===== src/rtl/conv_pkg.sv =====
// conv_pkg: shared types, default widths and image-bus indexing helpers for the
// frame loader and the 3x3 convolver.
package conv_pkg;

    typedef enum logic [1:0] {IDLE, LOAD, HOLD, FULL} state_t;

    localparam int DEF_TOTAL_BITS = 16;
    localparam int DEF_MAX_ROWS   = 8;
    localparam int DEF_MAX_COLS   = 8;
    localparam int DIM_W          = 4;
    localparam int MIN_DIM        = 3;

    // Row-major slot number of pixel (r,c) on a bus that is ncols wide.
    function automatic int slot_idx(input int r, input int c, input int ncols);
        return r * ncols + c;
    endfunction

    function automatic int bit_offset(input int r, input int c, input int ncols, input int bits);
        return slot_idx(r, c, ncols) * bits;
    endfunction

    function automatic logic dims_ok(input logic [DIM_W-1:0] r, input logic [DIM_W-1:0] c,
                                     input int mr, input int mc);
        return int'(r) >= MIN_DIM && int'(r) <= mr && int'(c) >= MIN_DIM && int'(c) <= mc;
    endfunction

endpackage


===== src/rtl/pixel_index_counter.sv =====
// pixel_index_counter: row/column position of the next pixel in a row-major frame,
// wrapping the column at cols-1 and flagging the final pixel.
module pixel_index_counter
    import conv_pkg::*;
(
    input  logic             clk,
    input  logic             rst_n,
    input  logic             clear,
    input  logic             advance,
    input  logic [DIM_W-1:0] rows,
    input  logic [DIM_W-1:0] cols,
    output logic [DIM_W-1:0] r,
    output logic [DIM_W-1:0] c,
    output logic             last
);
    logic [DIM_W-1:0] r_q, c_q;

    assign r    = r_q;
    assign c    = c_q;
    assign last = (r_q == rows - 1'b1) && (c_q == cols - 1'b1);

    always_ff @(posedge clk or negedge rst_n) begin
        if (!rst_n) begin
            r_q <= '0;
            c_q <= '0;
        end else if (clear) begin
            r_q <= '0;
            c_q <= '0;
        end else if (advance) begin
            c_q <= (c_q == cols - 1'b1) ? '0 : c_q + 1'b1;
            r_q <= (c_q == cols - 1'b1) ? r_q + 1'b1 : r_q;
        end
    end

endmodule


===== src/rtl/frame_loader.sv =====
// frame_loader: packs a row-major valid/ready pixel stream into the flattened image bus
// of the 3x3 convolver. Define FRAME_LOADER_DBUF_EN for a ping-pong (double) buffer.
module frame_loader
    import conv_pkg::*;
#(
    parameter int total_bits = DEF_TOTAL_BITS,
    parameter int max_rows   = DEF_MAX_ROWS,
    parameter int max_cols   = DEF_MAX_COLS
) (
    input  logic                                   clk,
    input  logic                                   rst_n,
    input  logic                                   start,
    input  logic [DIM_W-1:0]                       rows,
    input  logic [DIM_W-1:0]                       cols,
    input  logic [total_bits-1:0]                  pix_data,
    input  logic                                   pix_valid,
    output logic                                   pix_ready,
    output logic [max_rows*max_cols*total_bits-1:0] matrix_data,
    output logic                                   frame_valid,
    input  logic                                   frame_ack,
    output logic                                   busy,
    output logic                                   err_cfg
);
    localparam int N  = max_rows * max_cols;
    localparam int IW = $clog2(N);

    state_t           state_q, state_d;
    logic [DIM_W-1:0] rows_q, cols_q, r, c;
    logic             pix_ready_q, busy_q, frame_valid_q, err_cfg_q;
    logic             frame_valid_d, err_cfg_d, clear, accept, last, cfg_ok;
    logic [IW-1:0]    wr_idx;

    assign cfg_ok      = dims_ok(rows, cols, max_rows, max_cols);
    assign accept      = pix_valid && pix_ready_q;
    assign wr_idx      = IW'(slot_idx(int'(r), int'(c), max_cols));
    assign pix_ready   = pix_ready_q;
    assign busy        = busy_q;
    assign frame_valid = frame_valid_q;
    assign err_cfg     = err_cfg_q;

    pixel_index_counter u_idx (
        .clk    (clk),
        .rst_n  (rst_n),
        .clear  (clear),
        .advance(accept),
        .rows   (rows_q),
        .cols   (cols_q),
        .r      (r),
        .c      (c),
        .last   (last)
    );

    always_ff @(posedge clk or negedge rst_n) begin
        if (!rst_n) begin
            state_q       <= IDLE;
            rows_q        <= '0;
            cols_q        <= '0;
            pix_ready_q   <= 1'b0;
            busy_q        <= 1'b0;
            frame_valid_q <= 1'b0;
            err_cfg_q     <= 1'b0;
        end else begin
            state_q       <= state_d;
            rows_q        <= clear ? rows : rows_q;
            cols_q        <= clear ? cols : cols_q;
            pix_ready_q   <= state_d == LOAD;
            busy_q        <= state_d == LOAD || state_d == FULL;
            frame_valid_q <= frame_valid_d;
            err_cfg_q     <= err_cfg_d;
        end
    end

`ifdef FRAME_LOADER_DBUF_EN
    logic                  sel_q, swap;
    logic [total_bits-1:0] bank0_q [N];
    logic [total_bits-1:0] bank1_q [N];

    // sel_q names the front (presented) bank; loads always target the other one.
    always_comb begin
        state_d       = state_q;
        frame_valid_d = frame_valid_q;
        err_cfg_d     = 1'b0;
        clear         = 1'b0;
        swap          = 1'b0;
        case (state_q)
            IDLE, HOLD: begin
                if (state_q == HOLD && frame_ack) begin
                    frame_valid_d = 1'b0;
                    state_d       = IDLE;
                end else if (start) begin
                    clear     = cfg_ok;
                    err_cfg_d = !cfg_ok;
                    state_d   = cfg_ok ? LOAD : state_q;
                end
            end
            LOAD: begin
                frame_valid_d = frame_valid_q && !frame_ack;
                if (accept && last) begin
                    swap          = !frame_valid_q || frame_ack;
                    frame_valid_d = 1'b1;
                    state_d       = swap ? HOLD : FULL;
                end
            end
            FULL: begin
                swap    = frame_ack;
                state_d = frame_ack ? HOLD : FULL;
            end
            default: state_d = IDLE;
        endcase
    end

    always_ff @(posedge clk or negedge rst_n) begin
        if (!rst_n) begin
            sel_q <= 1'b0;
            for (int i = 0; i < N; i++) begin
                bank0_q[i] <= '0;
                bank1_q[i] <= '0;
            end
        end else begin
            sel_q <= sel_q ^ swap;
            for (int i = 0; i < N; i++) begin
                if (clear && sel_q) bank0_q[i] <= '0;
                if (clear && !sel_q) bank1_q[i] <= '0;
            end
            if (accept && sel_q) bank0_q[wr_idx] <= pix_data;
            if (accept && !sel_q) bank1_q[wr_idx] <= pix_data;
        end
    end

    for (genvar g = 0; g < N; g++) begin : g_out
        assign matrix_data[g*total_bits +: total_bits] = sel_q ? bank1_q[g] : bank0_q[g];
    end
`else
    logic [total_bits-1:0] buf_q [N];

    always_comb begin
        state_d   = state_q;
        err_cfg_d = 1'b0;
        clear     = 1'b0;
        case (state_q)
            IDLE: if (start) begin
                clear     = cfg_ok;
                err_cfg_d = !cfg_ok;
                state_d   = cfg_ok ? LOAD : IDLE;
            end
            LOAD: state_d = (accept && last) ? HOLD : LOAD;
            HOLD: state_d = frame_ack ? IDLE : HOLD;
            default: state_d = IDLE;
        endcase
        frame_valid_d = state_d == HOLD;
    end

    always_ff @(posedge clk or negedge rst_n) begin
        if (!rst_n) begin
            for (int i = 0; i < N; i++) buf_q[i] <= '0;
        end else if (clear) begin
            for (int i = 0; i < N; i++) buf_q[i] <= '0;
        end else if (accept) begin
            buf_q[wr_idx] <= pix_data;
        end
    end

    for (genvar g = 0; g < N; g++) begin : g_out
        assign matrix_data[g*total_bits +: total_bits] = buf_q[g];
    end
`endif

endmodule


===== config.mk =====
export PLATFORM = sky130hd
export DESIGN_NAME = frame_loader
export DESIGN_NICKNAME = d
export VERILOG_FILES = /design/src/rtl/conv_pkg.sv /design/src/rtl/pixel_index_counter.sv /design/src/rtl/frame_loader.sv
export SDC_FILE = /design/constraint.sdc
export NUM_CORES = 1
export LEC_CHECK = 0
export CORE_AREA = 2 2 417 419
export DETAILED_ROUTE_END_ITERATION = 6
export DIE_AREA = 0 0 419 421
export PLACE_DENSITY = 0.46
export SKIP_CTS_REPAIR_TIMING = 1
export SLEW_MARGIN = 20
export SYNTH_ARGS = -nofsm -noshare
export SYNTH_HDL_FRONTEND = slang
export SYNTH_SLANG_ARGS = --single-unit

===== constraint.sdc =====
create_clock -name clk -period 4.8 [get_ports clk]
set_input_delay 0.72 -clock clk [delete_from_list [all_inputs] [get_ports clk]]
set_output_delay 0.72 -clock clk [all_outputs]
set_load 0.03 [all_outputs]

==> results of run 1 <==
[final timing paths]
| check | cells after the start | start | endpoint | slack, ps |
|---|---|---|---|---|
| max | 7 | u_idx.r[0] | matrix_data[755] | 1480 |
| min | 3 | pix_data[13] | matrix_data[669] | 390 |
| max reg2reg | 7 | u_idx.r[0] | matrix_data[755] | 1480 |
| min reg2reg | 2 | matrix_data[265] | matrix_data[265] | 520 |
| max in group asynchronous | 3 | rst_n | matrix_data[798] | 2820 |
| min in group asynchronous | 2 | rst_n | matrix_data[874] | 540 |
[layer usage]
metal | GRT usage | up-vias | routed length (um)
li1 | - | 17100 | -
met1 | 0.299 | 19200 | 87100
met2 | 0.405 | 1290 | 107000
met3 | 0.0448 | 369 | 12600
met4 | 0.130 | 2 | 12800
met5 | 0 | - | 7
[kinds of logic after synthesis]
family | count (synthesis) | share of synthesized area
and+or+nand+nor | 2254 | 0.204
DFF | 1046 | 0.622
AOI/OAI and AO/OA | 1040 | 0.124
buffers and inverters | 370 | 0.0421
xor gates and xnor gates | 16 | 0.00351
muxes | 9 | 0.00238
adders and majority gates | 6 | 0.00178
[registers in the layout (all words and copies together), names as in the netlist]
name and cells:
rows_q 4, cols_q 4, err_cfg 1, state_q 2, matrix_data 1024, busy 1, u_idx.r 4, frame_valid 1
pix_ready 1, u_idx.c 4
[power groups by stage]
stage	registers (mW)	logic, mW	clock network [mW]
floorplan	14.6	2.20	0
global placement	11.6	10.6	0
detailed placement	11.6	10.7	0
CTS	11.5	10.7	9.67
global route	11.6	11.1	10.0
finish	11.5	10.6	9.43
[metrics by stage]
stage	area, sq um	hold slack, ps
3_3_place_gp	55100	506
3_5_place_dp	55100	510
6_report	59100	391
2_1_floorplan	42100	424
4_1_cts	59000	-86.0
5_1_grt	59000	387
[tightest hold or removal path, cell delays in order]
cell and delay [ps]:
buf_4 230, nand2_1 100, a21oi_1 60
[cells in the final DEF, fill, tap and decap left out, types with 2 or more instances in the layout]
cell,n
dfrtp_1,1046
nor3_1,5
o22ai_1,2
buf_12,20
ha_1,6
nand2_1,2132
inv_1,5
clkbuf_8,24
nor3_2,4
nand2b_1,6
clkdlybuf4s50_1,1039
nor2_2,19
buf_4,123
nor2b_1,4
and3_1,6
nand3_1,8
clkbuf_16,125
bufinv_16,7
clkinv_2,17
xnor2_1,11
buf_6,5
a21oi_1,1029
o21ai_0,4
clkbuf_1,36
xor2_1,4
inv_6,6
nor2_1,60
mux2_2,8
[Yosys cell counts (2+ instances only)]
cell type	n	area share
nand3_1	8	0.00095
inv_1	5	0.00045
clkbuf_1	174	0.016
a21oi_1	1029	0.12
and3_1	6	0.00089
nor2b_1	5	0.00074
buf_2	130	0.015
nor3_1	9	0.0011
ha_1	6	0.0018
nand2_1	2132	0.19
o21ai_0	4	0.00048
o22ai_1	2	0.00030
mux2_2	8	0.0021
nor2_2	8	0.0012
xnor2_1	11	0.0023
dfrtp_1	1046	0.62
buf_4	59	0.011
xor2_1	4	0.00083
buf_1	2	0.00018
nor2_1	72	0.0064
nand2b_1	6	0.00089
[area by class of cell]
class | count | share of cell area
Antenna cell | 1 | 0.0000424
Multi-Input combinational cell | 3325 | 0.240
Tap cell | 2325 | 0.0493
Timing Repair Buffer | 1189 | 0.200
Clock inverter | 31 | 0.00602
Sequential cell | 1046 | 0.443
Inverter | 5 | 0.000318
Clock buffer | 185 | 0.0609
==> metrics.txt, run 1 <==
status=finished, final reports clean; GRT Util Overall=0.244; CP bufs+invs=0; Top FF cell, synth=dfrtp_1; P_sw=around 12 mW; WP data arrival=about 4000 ps; Final Hold Viols=0; CP Class=reg -> reg; initial antenna violation count=7; highest clock rate=~0.30 GHz; Pre-antenna DRT Iters=7; grt total ovfl=0; wire per inst=27.1 um; Rel. slew slack=0.211; Layout Nets=5723; share of cells above drive strength 1=0.0633; Req. time, crit path=between 5000 and 6000 ps; I/O Pins=~1100; number of synthesized flops with an enable pin=0; slowest stage cell, crit path=nand2_1; 1st-iter DRT viols=approximately 3400; synthesis-stage register bit count=1046; Slew @ Worst Pin=1180 ps; Post-Synthesis Cells=4741; Max Slew Vio Count=0; die area=roughly 180000 sq um; Sequential Power Share=0.365; GP Congestion=~0.8; final cell count without fillers=8107; Placement Setup Slack=roughly 1200 ps; CP delay by family, top=simple AND/OR/NAND/NOR gates; final wirelength=between 200000 and 250000 um; CTS H-tree lvls=3; first-pass GRT wire length=between 300000 and 400000 um; peak fanout along the critical path=16; Final ANT Viol Nets=0; Num CTS Buffers=roughly 120; dpl hpwl=roughly 140000 um; final setup margin=1480 ps; Finish-stage setup viols=0; Die W=419 um; startpoint types=register; fin crit period=about 3300 ps; leakage=around 25 nW; skew final=around 36 ps; max cap viols=0; RSZ-0062 raised after global routing=no; Clock power frac=0.300; Int Power=approximately 20 mW; Clock transition at path regs=around 60 ps; pwr dens=about 530 nW/um^2; VDD IR-drop max=~0.00026 V; switch share=0.375; Final Util=0.342; yosys warns=0; number of global-route vias before repair=~37000; FF+latch area=about 26000 sq um; Clk Latency, worst-skew pair=780 ps; CTS tree=built; Clock Tree Buf Depth=3; Multi-input gate area=14200 sq um; worst min path class=in -> reg; final worst-path cycle share=0.692; delay of the slowest critical-path stage=roughly 800 ps; Via density=~4.7; Cell Rows=between 150 and 200; Avg Cell Area, Syn=between 8 and 9 sq um; area grow syn2layout=40.3%; final setup TNS=0 ps; syn_nets=4776; largest net degree at the start of global routing=157; number of port buffers=between 1000 and 1500; synth unique cells=36; Seq/Total Area, Yosys=0.622; Filler cells=about 18000; Cells after DPL=7889; die height=around 420 um; Comb power frac=0.335; Post-synth ARST share=1.00; Initial Utilization=0.244; Mapped Area=about 42000 sq um; Vias=between 30000 and 40000; crit-path cells=ha_1, ha_1, nand2b_1, nor2_1, nand2_1, nand2_1, a21oi_1; core area=172000 sq um; root buffer cell=clkbuf_16; Total Power=about 31 mW; CTS Sinks=around 1000; residual DRC count=0; CP Capture Type=register
Power figures use the tool's default switching activity.
==> run 2, diff against run 1 <==
--- a/config.mk
+++ b/config.mk
@@ -5,10 +5,10 @@
 export SDC_FILE = /design/constraint.sdc
 export NUM_CORES = 1
 export LEC_CHECK = 0
-export CORE_AREA = 2 2 417 419
+export CORE_AREA = 2 2 409 411
 export DETAILED_ROUTE_END_ITERATION = 6
-export DIE_AREA = 0 0 419 421
-export PLACE_DENSITY = 0.46
+export DIE_AREA = 0 0 411 413
+export PLACE_DENSITY = 0.47
 export SKIP_CTS_REPAIR_TIMING = 1
 export SLEW_MARGIN = 20
 export SYNTH_ARGS = -nofsm -noshare
==> constraint.sdc (replaced) <==
create_clock -name clk -period 3.2 [get_ports clk]
set_input_delay 0.48 -clock clk [delete_from_list [all_inputs] [get_ports clk]]
set_output_delay 0.48 -clock clk [all_outputs]
set_load 0.03 [all_outputs]
==> run 2 against run 1 <==
Non-clock buffer count rose by 94; die area down 3.8%; first-iteration DRC count increased by 5.2%; register-to-register slack worse by 1100 ps; sequential share of layout area decreased by 0.73 points; via count is 1.1% higher; combinational power up 49%; clock power is 53% higher; utilization is 2.0 points higher; critical path type unchanged; largest power group unchanged.
==> metrics.txt, run 2 (synthesized netlist as in run 1, its figures left out) <==
status=finished, final reports clean; hold path endpoint=matrix_data[654]; most frequent cells in the layout=nand2_1 (2131), dfrtp_1 (1046), clkdlybuf4s50_1 (1039); internal reg-to-reg setup slack=420 ps (-1060 ps); CTS Sinks=1046 (unchanged); CP delay by family, top=simple AND/OR/NAND/NOR gates; share of cells above drive strength 1=0.0793 (+0.0159); delay of the slowest critical-path stage=510 ps (-290 ps); I/O Pins=1057 (unchanged); Finish-stage setup viols=0 (unchanged); Via density=4.74 (+1.4%); 1st-iter DRT viols=3609 (+5.2%); Clk Latency, worst-skew pair=780 ps (about the same); final wirelength=209000 um (-4.7%); Cells after DPL=7862 (-0.34%); GP Congestion=0.813 (-0.59%); CP Class=reg -> reg; die area=170000 sq um (-3.8%); RSZ-0062 raised after global routing=no; Die W=411 um (-1.9%); Layout Nets=5816 (+1.6%); Pre-antenna DRT Iters=5 (-2); dpl hpwl=137000 um (-5.2%); reg2reg end=matrix_data[623]; Clock Tree Buf Depth=3 (unchanged); hold path start=pix_data[14]; core area=166000 sq um (-3.8%); residual DRC count=0 (unchanged); worst min path class=in -> reg; hold path cells=3 (unchanged); CP Capture Type=register; VDD IR-drop max=0.000616 V (+140%); startpoint types=register; largest net degree at the start of global routing=87 (-45%); Num CTS Buffers=120 (-0.83%); Crit Reg-Reg Startpoint=u_idx.r[0]; CTS tree=built; GRT Util Overall=0.238 (-0.00582); final cell count without fillers=8084 (-0.28%); max cap viols=0 (unchanged); Final ANT Viol Nets=0 (unchanged); WP data arrival=3440 ps (-490 ps); max reg flops=1024 (unchanged); Final Hold Viols=0 (unchanged); most common cell after layout, fill and taps aside=nand2_1; pwr dens=792 nW/um^2 (+49%); Hold Slack=91.4 ps (-300 ps); number of port buffers=1056 (unchanged); Ant. Diodes=0 (-1); crit-path cells=ha_1, ha_1, xor2_2, nand2_1, nor2_1, buf_4, nand2_1, a21oi_1; CP bufs+invs=1 (+1); Req. time, crit path=3860 ps (-1550 ps); cells on worst reg2reg path=8 (+1); peak fanout along the critical path=16 (unchanged); Rel. slew slack=0.437 (+0.226); first-pass GRT wire length=290000 um (-4.9%); area grow syn2layout=42.7%; leakage=25.3 nW (+2.4%); initial antenna violation count=6 (-1); die height=413 um (-1.9%); skew final=53.7 ps (+17.4 ps); final setup TNS=0 ps (unchanged); wire per inst=25.9 um (-4.5%); final worst-path cycle share=0.868 (+0.176); root buffer cell=clkbuf_16; CTS H-tree lvls=3 (unchanged); Slew @ Worst Pin=843 ps (-339 ps); Max Slew Vio Count=0 (unchanged); number of global-route vias before repair=37100 (+0.54%); Clock transition at path regs=60 ps (about the same); Initial Utilization=0.254 (+0.00966); fin crit period=2780 ps (-542 ps); slowest stage cell, crit path=dfrtp_1; grt total ovfl=0 (unchanged); Cell Rows=150 (-2.0%); Vias=38300 (+1.1%); highest clock rate=0.360 GHz (+20%)
## run 2: where the power goes
part	total, mW	switching [mW]	internal, mW
Combinational	15.8	10.0	5.75
Clock	14.4	6.06	8.37
Sequential	17.3	1.66	15.7
## run 2: worst max-delay path by stage
stage,from,to,slack (ps),cells past startpoint
2_1_floorplan,u_idx.r[0],matrix_data[37],890,8
3_3_place_gp,rows[1],matrix_data[423],240,8
3_5_place_dp,rows[1],matrix_data[429],240,8
6_report,u_idx.r[0],matrix_data[623],420,8
5_1_grt,u_idx.r[0],matrix_data[615],100,8
4_1_cts,u_idx.r[0],matrix_data[615],320,8
## run 2: tightest hold or removal path: stages
cell	delay [ps]
buf_4	190
nand2_1	80
a21oi_1	50
## run 2: stage by stage
stage                      util  setup WS (ps)  area, sq um  power, mW
final                     0.362            422        60000       47.5
after global routing      0.362           99.0        60000       49.6
after CTS                 0.362            319        60000       48.1
after detailed placement  0.337            245        55900       33.5
after global placement    0.337            237        55900       33.3
after floorplan               -            894        42100       25.2
## run 2: layout make-up
| type | count | area (sq um) |
|---|---|---|
| multi-input cells | 3325 | 14200 |
| flip-flops and latches | 1046 | 26200 |
| repair buffers | 1283 | 12800 |
| inverters | 5 | 18.8 |
| clock inverters | 44 | 613 |
| clock buffers | 177 | 3500 |
| fillers | 17000 | 106000 |
| well taps | 2204 | 2760 |
## run 2: layer usage
layer,routed length [um],vias up,track usage
li1,-,17300,-
met1,86500,19300,0.306
met2,97800,1474,0.379
met3,14700,348,0.0537
met4,10000,2,0.110
met5,11,-,0
